==> src/rtl/board_draw_sequencer.sv <==
`timescale 1ns/1ps
`default_nettype none
// ============================================================================
// Module   : board_draw_sequencer
// Purpose  : Redraws the 4x4 sliding-puzzle board. On start, each of the 16
//            tiles is filled with a solid square, then for non-blank tiles the
//            external digit drawer is reset, enabled, and its pixel stream is
//            forwarded to the VGA plot outputs.
// Ports    : clk, resetn (sync, active low)
//            start, board[63:0]       - redraw request / tile values (4b each)
//            busy, done               - redraw in progress / completion pulse
//            digit, base_x, base_y    - drawer select and tile origin
//            drawer_en, drawer_resetn - digit drawer control
//            digit_x, digit_y         - pixel coordinates from the drawer
//            plot_x, plot_y, colour, plot - VGA adapter write port
// Option   : HIGHLIGHT_EN - adds input hl_pos[3:0] and parameter HL_COLOUR;
//            the non-blank tile at hl_pos is filled with HL_COLOUR.
// Revision : 1.0 - initial release
// ============================================================================
module board_draw_sequencer #(
  parameter int          TILE_SIZE    = 30,
  parameter int          ORIGIN_X     = 20,
  parameter int          ORIGIN_Y     = 0,
  parameter int          DIGIT_CYCLES = 101,
  parameter logic [2:0]  BG_COLOUR    = 3'b000,
  parameter logic [2:0]  TILE_COLOUR  = 3'b001,
`ifdef HIGHLIGHT_EN
  parameter logic [2:0]  HL_COLOUR    = 3'b100,
`endif
  parameter logic [2:0]  FG_COLOUR    = 3'b111
) (
  input  logic        clk,
  input  logic        resetn,
  input  logic        start,
  input  logic [63:0] board,
`ifdef HIGHLIGHT_EN
  input  logic [3:0]  hl_pos,
`endif
  output logic        busy,
  output logic        done,
  output logic [3:0]  digit,
  output logic [7:0]  base_x,
  output logic [6:0]  base_y,
  output logic        drawer_en,
  output logic        drawer_resetn,
  input  logic [7:0]  digit_x,
  input  logic [6:0]  digit_y,
  output logic [7:0]  plot_x,
  output logic [6:0]  plot_y,
  output logic [2:0]  colour,
  output logic        plot
);

  localparam logic [2:0] S_IDLE  = 3'd0;
  localparam logic [2:0] S_CLEAR = 3'd1;
  localparam logic [2:0] S_DRST  = 3'd2;
  localparam logic [2:0] S_DIGIT = 3'd3;
  localparam logic [2:0] S_DONE  = 3'd4;

  localparam int DCW = (DIGIT_CYCLES > 1) ? $clog2(DIGIT_CYCLES) : 1;

  localparam logic [7:0]     C_LAST_X = 8'(TILE_SIZE - 1);
  localparam logic [6:0]     C_LAST_Y = 7'(TILE_SIZE - 1);
  localparam logic [DCW-1:0] C_DLAST  = DCW'(DIGIT_CYCLES - 1);

  logic [2:0]     r_state, w_nextState;
  logic [3:0]     r_pos, w_nextPos;
  logic [7:0]     r_cx, w_nextCx;
  logic [6:0]     r_cy, w_nextCy;
  logic [DCW-1:0] r_dcnt, w_nextDcnt;
  logic [63:0]    r_board;
  logic           w_load;
  logic           w_advance;
  logic           w_drawerRstn;
  logic [2:0]     w_fillColour;
`ifdef HIGHLIGHT_EN
  logic [3:0]     r_hlPos;
`endif

  // Tile geometry; arithmetic is done at port width so results wrap naturally.
  assign digit  = r_board[{r_pos, 2'b00} +: 4];
  assign base_x = 8'(ORIGIN_X) + 8'(TILE_SIZE) * {6'd0, r_pos[1:0]};
  assign base_y = 7'(ORIGIN_Y) + 7'(TILE_SIZE) * {5'd0, r_pos[3:2]};

  always_comb begin
    w_fillColour = TILE_COLOUR;
    if (digit == 4'd0) begin
      w_fillColour = BG_COLOUR;
    end
`ifdef HIGHLIGHT_EN
    else if (r_pos == r_hlPos) begin
      w_fillColour = HL_COLOUR;
    end
`endif
  end

  // State and datapath registers
  always_ff @(posedge clk) begin
    if (!resetn) begin
      r_state <= S_IDLE;
      r_pos   <= 4'd0;
      r_cx    <= 8'd0;
      r_cy    <= 7'd0;
      r_dcnt  <= '0;
      r_board <= 64'd0;
`ifdef HIGHLIGHT_EN
      r_hlPos <= 4'd0;
`endif
    end else begin
      r_state <= w_nextState;
      r_pos   <= w_nextPos;
      r_cx    <= w_nextCx;
      r_cy    <= w_nextCy;
      r_dcnt  <= w_nextDcnt;
      if (w_load) begin
        r_board <= board;
`ifdef HIGHLIGHT_EN
        r_hlPos <= hl_pos;
`endif
      end
    end
  end

  // Next-state logic. cx/cy are already back at zero when a tile finishes,
  // so moving to the next position only has to bump p.
  always_comb begin
    w_nextState = r_state;
    w_nextPos   = r_pos;
    w_nextCx    = r_cx;
    w_nextCy    = r_cy;
    w_nextDcnt  = r_dcnt;
    w_load      = 1'b0;
    w_advance   = 1'b0;
    case (r_state)
      S_IDLE: begin
        if (start) begin
          w_nextState = S_CLEAR;
          w_nextPos   = 4'd0;
          w_nextCx    = 8'd0;
          w_nextCy    = 7'd0;
          w_load      = 1'b1;
        end
      end
      S_CLEAR: begin
        if (r_cx == C_LAST_X) begin
          w_nextCx = 8'd0;
          if (r_cy == C_LAST_Y) begin
            w_nextCy = 7'd0;
            if (digit != 4'd0) begin
              w_nextState = S_DRST;
            end else begin
              w_advance = 1'b1;
            end
          end else begin
            w_nextCy = r_cy + 7'd1;
          end
        end else begin
          w_nextCx = r_cx + 8'd1;
        end
      end
      S_DRST: begin
        w_nextState = S_DIGIT;
        w_nextDcnt  = '0;
      end
      S_DIGIT: begin
        if (r_dcnt == C_DLAST) begin
          w_advance = 1'b1;
        end else begin
          w_nextDcnt = r_dcnt + 1'b1;
        end
      end
      S_DONE: begin
        w_nextState = S_IDLE;
      end
      default: begin
        w_nextState = S_IDLE;
      end
    endcase
    if (w_advance) begin
      if (r_pos == 4'd15) begin
        w_nextState = S_DONE;
      end else begin
        w_nextState = S_CLEAR;
        w_nextPos   = r_pos + 4'd1;
      end
    end
  end

  // Output decode
  always_comb begin
    busy         = 1'b0;
    done         = 1'b0;
    plot         = 1'b0;
    drawer_en    = 1'b0;
    w_drawerRstn = 1'b1;
    plot_x       = 8'd0;
    plot_y       = 7'd0;
    colour       = 3'd0;
    case (r_state)
      S_CLEAR: begin
        busy   = 1'b1;
        plot   = 1'b1;
        plot_x = base_x + r_cx;
        plot_y = base_y + r_cy;
        colour = w_fillColour;
      end
      S_DRST: begin
        busy         = 1'b1;
        w_drawerRstn = 1'b0;
      end
      S_DIGIT: begin
        busy      = 1'b1;
        drawer_en = 1'b1;
        plot      = 1'b1;
        plot_x    = digit_x;
        plot_y    = digit_y;
        colour    = FG_COLOUR;
      end
      S_DONE: begin
        done = 1'b1;
      end
      default: begin
      end
    endcase
  end

  // The drawer is also held in reset while our own reset is asserted.
  assign drawer_resetn = resetn & w_drawerRstn;

endmodule
`default_nettype wire

==> config.mk <==
export PLATFORM = sky130hd
export DESIGN_NAME = board_draw_sequencer
export DESIGN_NICKNAME = d
export VERILOG_FILES = /design/src/rtl/board_draw_sequencer.sv
export SDC_FILE = /design/constraint.sdc
export NUM_CORES = 1
export LEC_CHECK = 0
export BUFFER_PORTS_ARGS = -buffer_cell sky130_fd_sc_hd__clkbuf_2
export CELL_PAD_IN_SITES_DETAIL_PLACEMENT = 0
export CELL_PAD_IN_SITES_GLOBAL_PLACEMENT = 1
export CORE_UTILIZATION = 39
export CTS_CLUSTER_DIAMETER = 200
export DETAILED_ROUTE_END_ITERATION = 10
export GPL_TIMING_DRIVEN = 1
export PLACE_DENSITY = 0.78
export SYNTH_ARGS = -nofsm -noshare
export SYNTH_HDL_FRONTEND = slang
export SYNTH_SLANG_ARGS = --single-unit
export TNS_END_PERCENT = 30
==> constraint.sdc <==
create_clock -name clk -period 4.3 [get_ports clk]
set_input_delay 0.86 -clock clk [delete_from_list [all_inputs] [get_ports clk]]
set_output_delay 0.86 -clock clk [all_outputs]
set_load 0.02 [all_outputs]
==> results.toml, run 1 <==
[timing]
tightest_slew_ps = 878
fin_setup_tns_ps = 0
rsz0062_at_grt = "false"
hold_viol_final = 0
slew_headroom_pct = 41.4
drv_slew = 0
fmax_mhz = 257
fin_crit_sh_pct = 90.4
fin_worst_skew_ps = 5.17
period_needed_ps = 3890
setup_viol = 0

[floorplan]
dieArea_sq_um = 13300
num_io_pins = 124
die_w_microns = 115
coreArea_sq_um = 12600
start_util_pct = 39.9
num_rows = 41
dieHeight_microns = 115

[clocking]
cts.sinks = 93
htreeDepth = 3
cts_hold_buf = 0
postCtsSetupBuffers = 0
ctsResizeCount = 0
clk_latency_ps = 350
cts.clk_slew.worst_paths_ps = 60
cts_buffers = 9
root_buffer = "clkbuf_16"
clock_path_buffers = 2
cts_tree = "yes"

[placed_design]
placed_area_sq_um = 5710
hpwl_mm = 9.87
gp_congestion = 0.881
port_buffers = 121
place_inst = 890

[power_and_ir_drop]
powerDensity_nw_per_um2 = 320
total_leakage_power_nw = 2.61
ir_drop_uv = 189

[job]
drv_cap = 0

[worst_setup_path]
path_max_fanout = 17
critPathTopFamily = "multiplexers"
slowest_delay_ps = 610
crit_required_ps = 3440
critPathKind = "flop to output port"
critPathLaunchType = "flop"
crit_buf_inv = 2
crit_slowest_cell = "or4_1"
cp-end-kind = "output port"
path_cells = "buf_4 > mux4_2 > mux4_2 > or4_1 > nor2_1 > nor2_1 > clkbuf_2"
arrival_ps = 3030

[finish]
instances_no_fill = 904
diodes = 0
area_growth_pct = 19.9
final_area_sq_um = 6010
drive_gt1_share_pct = 22.3
fill_cells = 1276
multi_input_area_sq_um = 2880
seq_area_sq_um = 1860
layout_common_cells = "nand2_1 (167), clkbuf_2 (121), a21oi_1 (97)"
mostFrequentLayoutCell = "nand2_1"
nets = 838

[route]
routed_wl_mm = 13.3
drtIter0Drc = 271
drc = 0
vias = 4643
viasPerCell = 5.14
dr.pass1.iters = 5
wl_per_cell_microns = 14.7
ant_nets = 0

[synthesis]
yosysWarningCount = 0
yosys_most_used_dff = "dfxtp_1"
synth_cell_type_count = 52
synth_area_leaders = "dfxtp_1 (37%), nand2_1 (13%), a21oi_1 (9.7%)"
synth_top_area_share_pct = 37.1
async_reset_ff_share_pct = 0
synthesis.area_sq_um = 5010
synthCells = 627
avgSynthCellArea_sq_um = 8.00
ys_ff_latch = 93
synth_area_leader_cell = "dfxtp_1"
synth_edf_count = 0
ys_seq_area_share_pct = 37.1

[grt]
grt_use_total_pct = 20.6
grt_pass1_wl_mm = 21.0
overflow = 0
grt_pass1_vias = 4327
grt_max_degree = 69
grt_antenna_before_repair = 0

[status]
status = "complete, no violations"

[hold_path]
min_path_type = "flop to flop"
-- worst reg2reg max path, stage by stage, from the launching register on --
cell and delay (ps):
dfxtp_1 350, buf_4 310, mux4_2 550, mux4_2 500, or4_1 610, or4b_1 220
o21ai_1 70, a221oi_2 200
-- flip-flops by register name (all words and copies together) (netlist names) --
register	count
r_board	64
r_cx	8
r_pos	4
r_state	3
r_dcnt	7
r_cy	7
-- final timing paths --
kind               start           to  slack [ps]  depth (start not counted)
max             r_pos[0]    colour[0]         410                          7
min          r_board[25]  r_board[25]         450                          2
max reg2reg     r_pos[0]   r_state[0]        1410                          7
min reg2reg  r_board[25]  r_board[25]         450                          2
-- cell usage after synthesis (4+ instances only) --
master,instances
buf_4,7
dfxtp_1,93
and2_1,4
inv_1,24
a21oi_1,97
nor2_1,42
ha_1,25
o21ai_0,14
xnor2_1,10
mux4_2,14
and4_1,4
xor2_1,8
nand3_1,7
a211oi_1,4
and3_1,8
mux2i_1,6
clkbuf_1,26
a21o_1,4
nand4_1,5
nand2b_1,4
or3_1,5
nand2_1,167
nor3b_1,4
-- area by class of cell --
type                       count  share of cell area [%]
sequential                    93                    31.0
clock buffer                  11                    4.20
clock inverter                 3                   0.770
tap                          172                    3.58
inverter                      26                    1.62
timing repair buffer         128                    10.9
multi-input combinational    471                    47.9
-- logic make-up after synthesis --
group           Yosys count  synth area share (%)
compound gates          134                  14.7
xor+xnor                 18                  3.14
fa+ha+maj                27                  7.04
buf+inv                  64                  5.61
flops                    93                  37.1
mux                      23                  9.06
other cells               1                0.0748
simple gates            267                  23.3
-- report_power, final --
group / internal [W] / switching, W
registers: 0.000899 / 0.0000241
clock network: 0.000477 / 0.000330
logic: 0.0000786 / 0.000118
-- stage by stage --
step	power [W]	worst slack, ps	utilization [%]	hold slack (ps)
global placement	0.00114	804	45.5	441
floorplan	0.00106	406	-	432
finish	0.00193	411	47.8	454
CTS	0.00194	378	47.8	457
global route	0.00201	212	47.8	474
detailed placement	0.00114	757	45.5	445
-- per-layer routing --
metal  wire (microns)  share of wire, %  GRT usage [%]
met5                0                 0              0
met4              193               1.5           9.35
met3              704               5.3           2.79
met2             6400                48           35.2
met1             5960                45           25.8
(Power assumes the default switching activity.)
==> run 2: changes to the inputs <==
ABC_AREA = 1   (was not set)
CORE_UTILIZATION = 38   (was 39)
==> run 2 against run 1 <==
Against the previous run: non-clock buffer count did not move; worst hold slack improved by 1.8 ps; largest cell class unchanged; combinational power rose by 77%; register-to-register slack improved by 310 ps; utilization fell by 1.5 points; cell count rose by 12%; clock skew rose by 1.4 ps; wire length rose by 5.2%; flip-flop and latch count did not move.
==> results.toml, run 2 <==
[synthesis]
synth_cell_type_count = 44
yosysMostFrequentCell = "nand2_1"
synth_area_leaders = "dfxtp_1 (36%), nand2_1 (8.6%), a21oi_1 (8.6%)"
yosysWarningCount = 0
synthTopCellsByCount = "nand2_1 (119), inv_1 (94), dfxtp_1 (93)"
synthSimpleGateAreaFrac_pct = 21.8
synthXorXnorAreaFrac_pct = 1.35
async_reset_ff_share_pct = 0
synth_area_leader_cell = "dfxtp_1"
yosys_most_used_dff = "dfxtp_1"
ys_seq_area_share_pct = 35.9
synth_top_area_share_pct = 35.9
synth_mux_area_share_pct = 0
synth_top_family_by_area = "simple AND/OR/NAND/NOR gates"
synthCells = 740
synthesis.area_sq_um = 5180
synth_fa_ha_area_share_pct = 6.81
synth_edf_count = 0
ys_ff_latch = 93
avgSynthCellArea_sq_um = 7.01
synth-compound-area-share_pct = 21.4

[floorplan]
coreArea_sq_um = 13300
dieArea_sq_um = 14100
die_w_microns = 119
start_util_pct = 39.0
dieHeight_microns = 119
num_rows = 42
num_io_pins = 124

[worst_setup_path]
reg2reg_from = "r_state[2]"
cp-end-kind = "output port"
path_max_fanout = 30
arrival_ps = 2960
slowest_delay_ps = 440
r2r-end = "r_cy[6]"
crit_slowest_cell = "fa_1"
crit_required_ps = 3440
reg2reg_slack_ps = 1720
critPathLaunchType = "flop"
r2r_cells = 10
path_cells = "clkinv_4 > ha_1 > inv_1 > fa_1 > nand2_1 > nand2_1 > a21oi_1 > nor2_1 > nor2_1 > inv_1 > a21oi_1 > xor2_1 > o21ai_0 > clkbuf_2"
critPathKind = "flop to output port"

[hold_path]
min_path_type = "flop to flop"
hold_path_end = "r_board[39]"
holdCritStartpoint = "r_board[39]"
hold_depth = 2

[timing]
drv_slew = 0
tightest_slew_ps = 666
fin_setup_tns_ps = 0
period_needed_ps = 3820
fin_crit_sh_pct = 88.7
fmax_mhz = 262
slew_headroom_pct = 55.6
rsz0062_at_grt = "false"
fin_worst_skew_ps = 6.53
hold_viol_final = 0
setup_viol = 0

[power_and_ir_drop]
total_leakage_power_nw = 2.82
ir_drop_uv = 175
powerDensity_nw_per_um2 = 355

[grt]
overflow = 0
grt_antenna_before_repair = 0
grt_pass1_wl_mm = 23.1
grt_use_total_pct = 20.6
grt_max_degree = 73
grt_pass1_vias = 4844

[placed_design]
gp_congestion = 0.828
port_buffers = 121
hpwl_mm = 10.5

[clocking]
root_buffer = "clkbuf_16"
cts.sinks = 93
cts_tree = "yes"
ctsResizeCount = 0
cts_buffers = 9
postCtsSetupBuffers = 0
cts.clk_slew.worst_paths_ps = 60
clk_latency_ps = 350
clock_path_buffers = 2
htreeDepth = 3
cts_hold_buf = 0

[route]
viasPerCell = 4.98
drc = 0
wl_per_cell_microns = 13.7
routed_wl_mm = 13.9
dr.pass1.iters = 5
ant_nets = 0
drtIter0Drc = 354
vias = 5056

[finish]
top_regs = "r_board x64, r_cx x8"
drive_gt1_share_pct = 20.4
utilization_pct = 46.4
area_growth_pct = 18.9
diodes = 0
top_register = "r_board"
layout_common_cells = "clkbuf_2 (121), nand2_1 (119), inv_1 (94)"
nets = 945
mostFrequentLayoutCell = "clkbuf_2"
largest_register_ffs = 64

[status]
status = "complete, no violations"

[job]
drv_cap = 0
-- run 2: changes by cell type after synthesis, moves of 9 or more --
cell / change
o21ai_1: +27
nand2_1: -48
mux4_2: -14
inv_1: +70
xnor2_1: -9
inv_2: +10
nand3_1: +56
o21ai_0: +49
-- run 2: metrics by stage --
stage | hold slack, ps | instances | power (W) | cell area [sq um] | setup WS, ps
2_1_floorplan | 429 | 741 | 0.00121 | 5190 | 627
3_3_place_gp | 445 | 1001 | 0.00132 | 5840 | 968
3_5_place_dp | 452 | 1001 | 0.00133 | 5840 | 841
4_1_cts | 461 | 1015 | 0.00222 | 6160 | 455
5_1_grt | 477 | 1015 | 0.00230 | 6160 | 212
6_report | 456 | 1015 | 0.00219 | 6160 | 484
-- run 2: kinds of logic after synthesis --
kind of cell | count (synthesis)
XOR/XNOR | 8
other | 1
buffers and inverters | 152
AND/OR/NAND/NOR | 252
adder cells (fa/ha/maj) | 27
AO/OA/AOI/OAI | 207
flip-flops | 93
-- run 2: how the worst max path moves through the flow --
stage | cells past startpoint | end | from | slack (ps)
2_1_floorplan | 15 | plot_x[7] | r_pos[0] | 630
3_3_place_gp | 14 | plot_x[7] | r_pos[0] | 970
3_5_place_dp | 14 | plot_x[7] | r_pos[0] | 840
4_1_cts | 14 | plot_x[7] | r_pos[0] | 460
5_1_grt | 14 | plot_x[7] | r_pos[0] | 210
6_report | 14 | plot_x[7] | r_pos[0] | 480
-- run 2: report_power, final --
part / internal [W] / switching, W
Clock: 0.000563 / 0.000322
Sequential: 0.000931 / 0.0000237
Combinational: 0.000120 / 0.000229
-- run 2: cell type report --
type,instances,area [sq um]
Fill cell,1367,7130
Multi-Input combinational cell,496,2670
Sequential cell,93,1860
Timing Repair Buffer,128,671
Inverter,108,412
Clock buffer,10,229
Tap cell,176,220
Clock inverter,4,98.8
-- run 2: per-layer routing --
metal  vias to the layer above  track usage [%]  part of all wire, %
li1                       2606                -                    -
met1                      2345             25.9                   46
met2                        93             35.3                   49
met3                        12             4.36                  4.3
met4                         0             6.25                  1.2
met5                         -                0                    0
-- run 2: critical path, delay by kind of cell, from the launching register on --
kind / cells / cell delay, ps
fa+ha+maj: 2 / 830
flops: 1 / 350
buf+inv: 4 / 530
compound gates: 3 / 490
simple gates: 4 / 310
xor+xnor: 1 / 80
==> run 3: changes to the inputs <==
CORE_MARGIN = 5   (was not set)
==> run 3 against run 2 <==
Against the previous run: total power decreased by 4.8%; via count decreased by 0.30%; clock skew increased by 4.0 ps; flip-flop and latch count unchanged; largest power group unchanged; highest routed layer unchanged.
==> results.toml, run 3 (synthesis results as in run 2) <==
[hold_path]
min_path_type = "flop to flop"

[worst_setup_path]
crit_required_ps = 3440
crit_slowest_cell = "ha_1"
path_max_fanout = 11
arrival_ps = 2930
crit_buf_inv = 4
path_cells = "clkinv_1 > ha_1 > inv_1 > ha_1 > a21oi_1 > inv_1 > a31oi_1 > nor2_1 > o21a_1 > nor2_1 > xor2_1 > o21ai_0 > clkbuf_2"
critPathLaunchType = "flop"
critPathKind = "flop to output port"
critPathTopFamily = "buffers and inverters"
cp-end-kind = "output port"
slowest_delay_ps = 340

[timing]
setup_viol = 0
fin_worst_skew_ps = 10.6
fmax_mhz = 264
rsz0062_at_grt = "false"
fin_crit_sh_pct = 88.2
drv_slew = 0
fin_setup_tns_ps = 0
period_needed_ps = 3790
slew_headroom_pct = 50.6
hold_viol_final = 0
tightest_slew_ps = 741

[clocking]
postCtsSetupBuffers = 0
clock_path_buffers = 2
cts_hold_buf = 0
root_buffer = "clkbuf_16"
clk_latency_ps = 340
ctsResizeCount = 0
cts_tree = "yes"
cts.clk_slew.worst_paths_ps = 70
htreeDepth = 3
cts_buffers = 9
cts.sinks = 93

[route]
viasPerCell = 4.96
vias = 5041
drc = 0
wl_per_cell_microns = 13.9
routed_wl_mm = 14.1
ant_nets = 0
dr.pass1.iters = 4
drtIter0Drc = 394

[grt]
grt_max_degree = 73
grt_antenna_before_repair = 0
grt_pass1_vias = 4970
overflow = 0
grt_pass1_wl_mm = 23.5
grt_use_total_pct = 17.8

[finish]
seq_area_sq_um = 1860
largest_register_ffs = 64
mostFrequentLayoutCell = "clkbuf_2"
top_register = "r_board"
diodes = 0
final_area_sq_um = 6120
nets = 945
fill_cells = 1401
area_growth_pct = 18.1
top_regs = "r_board x64, r_cx x8"
layout_common_cells = "clkbuf_2 (121), nand2_1 (119), inv_1 (94)"
drive_gt1_share_pct = 20.6
multi_input_area_sq_um = 2670

[placed_design]
hpwl_mm = 10.8
placed_area_sq_um = 5840
gp_congestion = 0.858
port_buffers = 121

[power_and_ir_drop]
ir_drop_uv = 172
total_leakage_power_nw = 2.81
p_int_w = 0.00150
p_seq_share_pct = 45.8
powerDensity_nw_per_um2 = 340
swShare_pct = 28.1
clockPowerShare_pct = 37.4
switching_power_w = 0.000586
combPwrFrac_pct = 16.8

[floorplan]
dieArea_sq_um = 16100
dieHeight_microns = 127
die_w_microns = 127
num_rows = 42
start_util_pct = 39.0
num_io_pins = 124
coreArea_sq_um = 13300

[job]
drv_cap = 0

[status]
status = "complete, no violations"
[run 3: final timing paths]
kind	slack [ps]	startpoint	end	cells past startpoint
worst max-delay path	510	r_pos[2]	plot_y[6]	13
worst min-delay path	450	r_board[4]	r_board[4]	2
worst max register to register	1690	r_state[2]	r_cy[6]	10
worst min register to register	450	r_board[4]	r_board[4]	2
[run 3: routing by layer]
| layer | vias up | GRT usage (%) | routed length [microns] |
|---|---|---|---|
| met1 | 2299 | 22.1 | 6390 |
| met2 | 106 | 31.1 | 6750 |
| met3 | 18 | 3.78 | 771 |
| met4 | 0 | 5.24 | 222 |
| met5 | - | 0 | 0 |
| li1 | 2618 | - | - |
[run 3: layout make-up]
class	instances	area share (%)
Timing Repair Buffer	128	11.0
Tap cell	176	3.60
Sequential cell	93	30.4
Clock buffer	9	3.68
Multi-Input combinational cell	496	43.6
Clock inverter	6	1.02
Inverter	108	6.72
[run 3: stage by stage]
step | worst slack (ps) | total power [W] | hold slack, ps | utilization, % | instances
2_1_floorplan | 627 | 0.00121 | 429 | - | 741
3_3_place_gp | 960 | 0.00132 | 446 | 43.9 | 1001
3_5_place_dp | 880 | 0.00133 | 448 | 43.9 | 1001
4_1_cts | 486 | 0.00211 | 458 | 46.1 | 1016
5_1_grt | 235 | 0.00219 | 480 | 46.1 | 1016
6_report | 508 | 0.00208 | 455 | 46.1 | 1016
[run 3: power groups by stage]
stage               registers [W]  logic (W)  clock network, W
floorplan                0.000968   0.000237                 0
finish                   0.000955   0.000349          0.000781
global route             0.000962   0.000398          0.000835
global placement         0.000973   0.000347                 0
CTS                      0.000955   0.000354          0.000800
detailed placement       0.000974   0.000352                 0
[run 3: worst min-delay path: stages, from the launching register on]
cell and delay (ps):
dfxtp_1 300, inv_1 60, a21oi_1 50
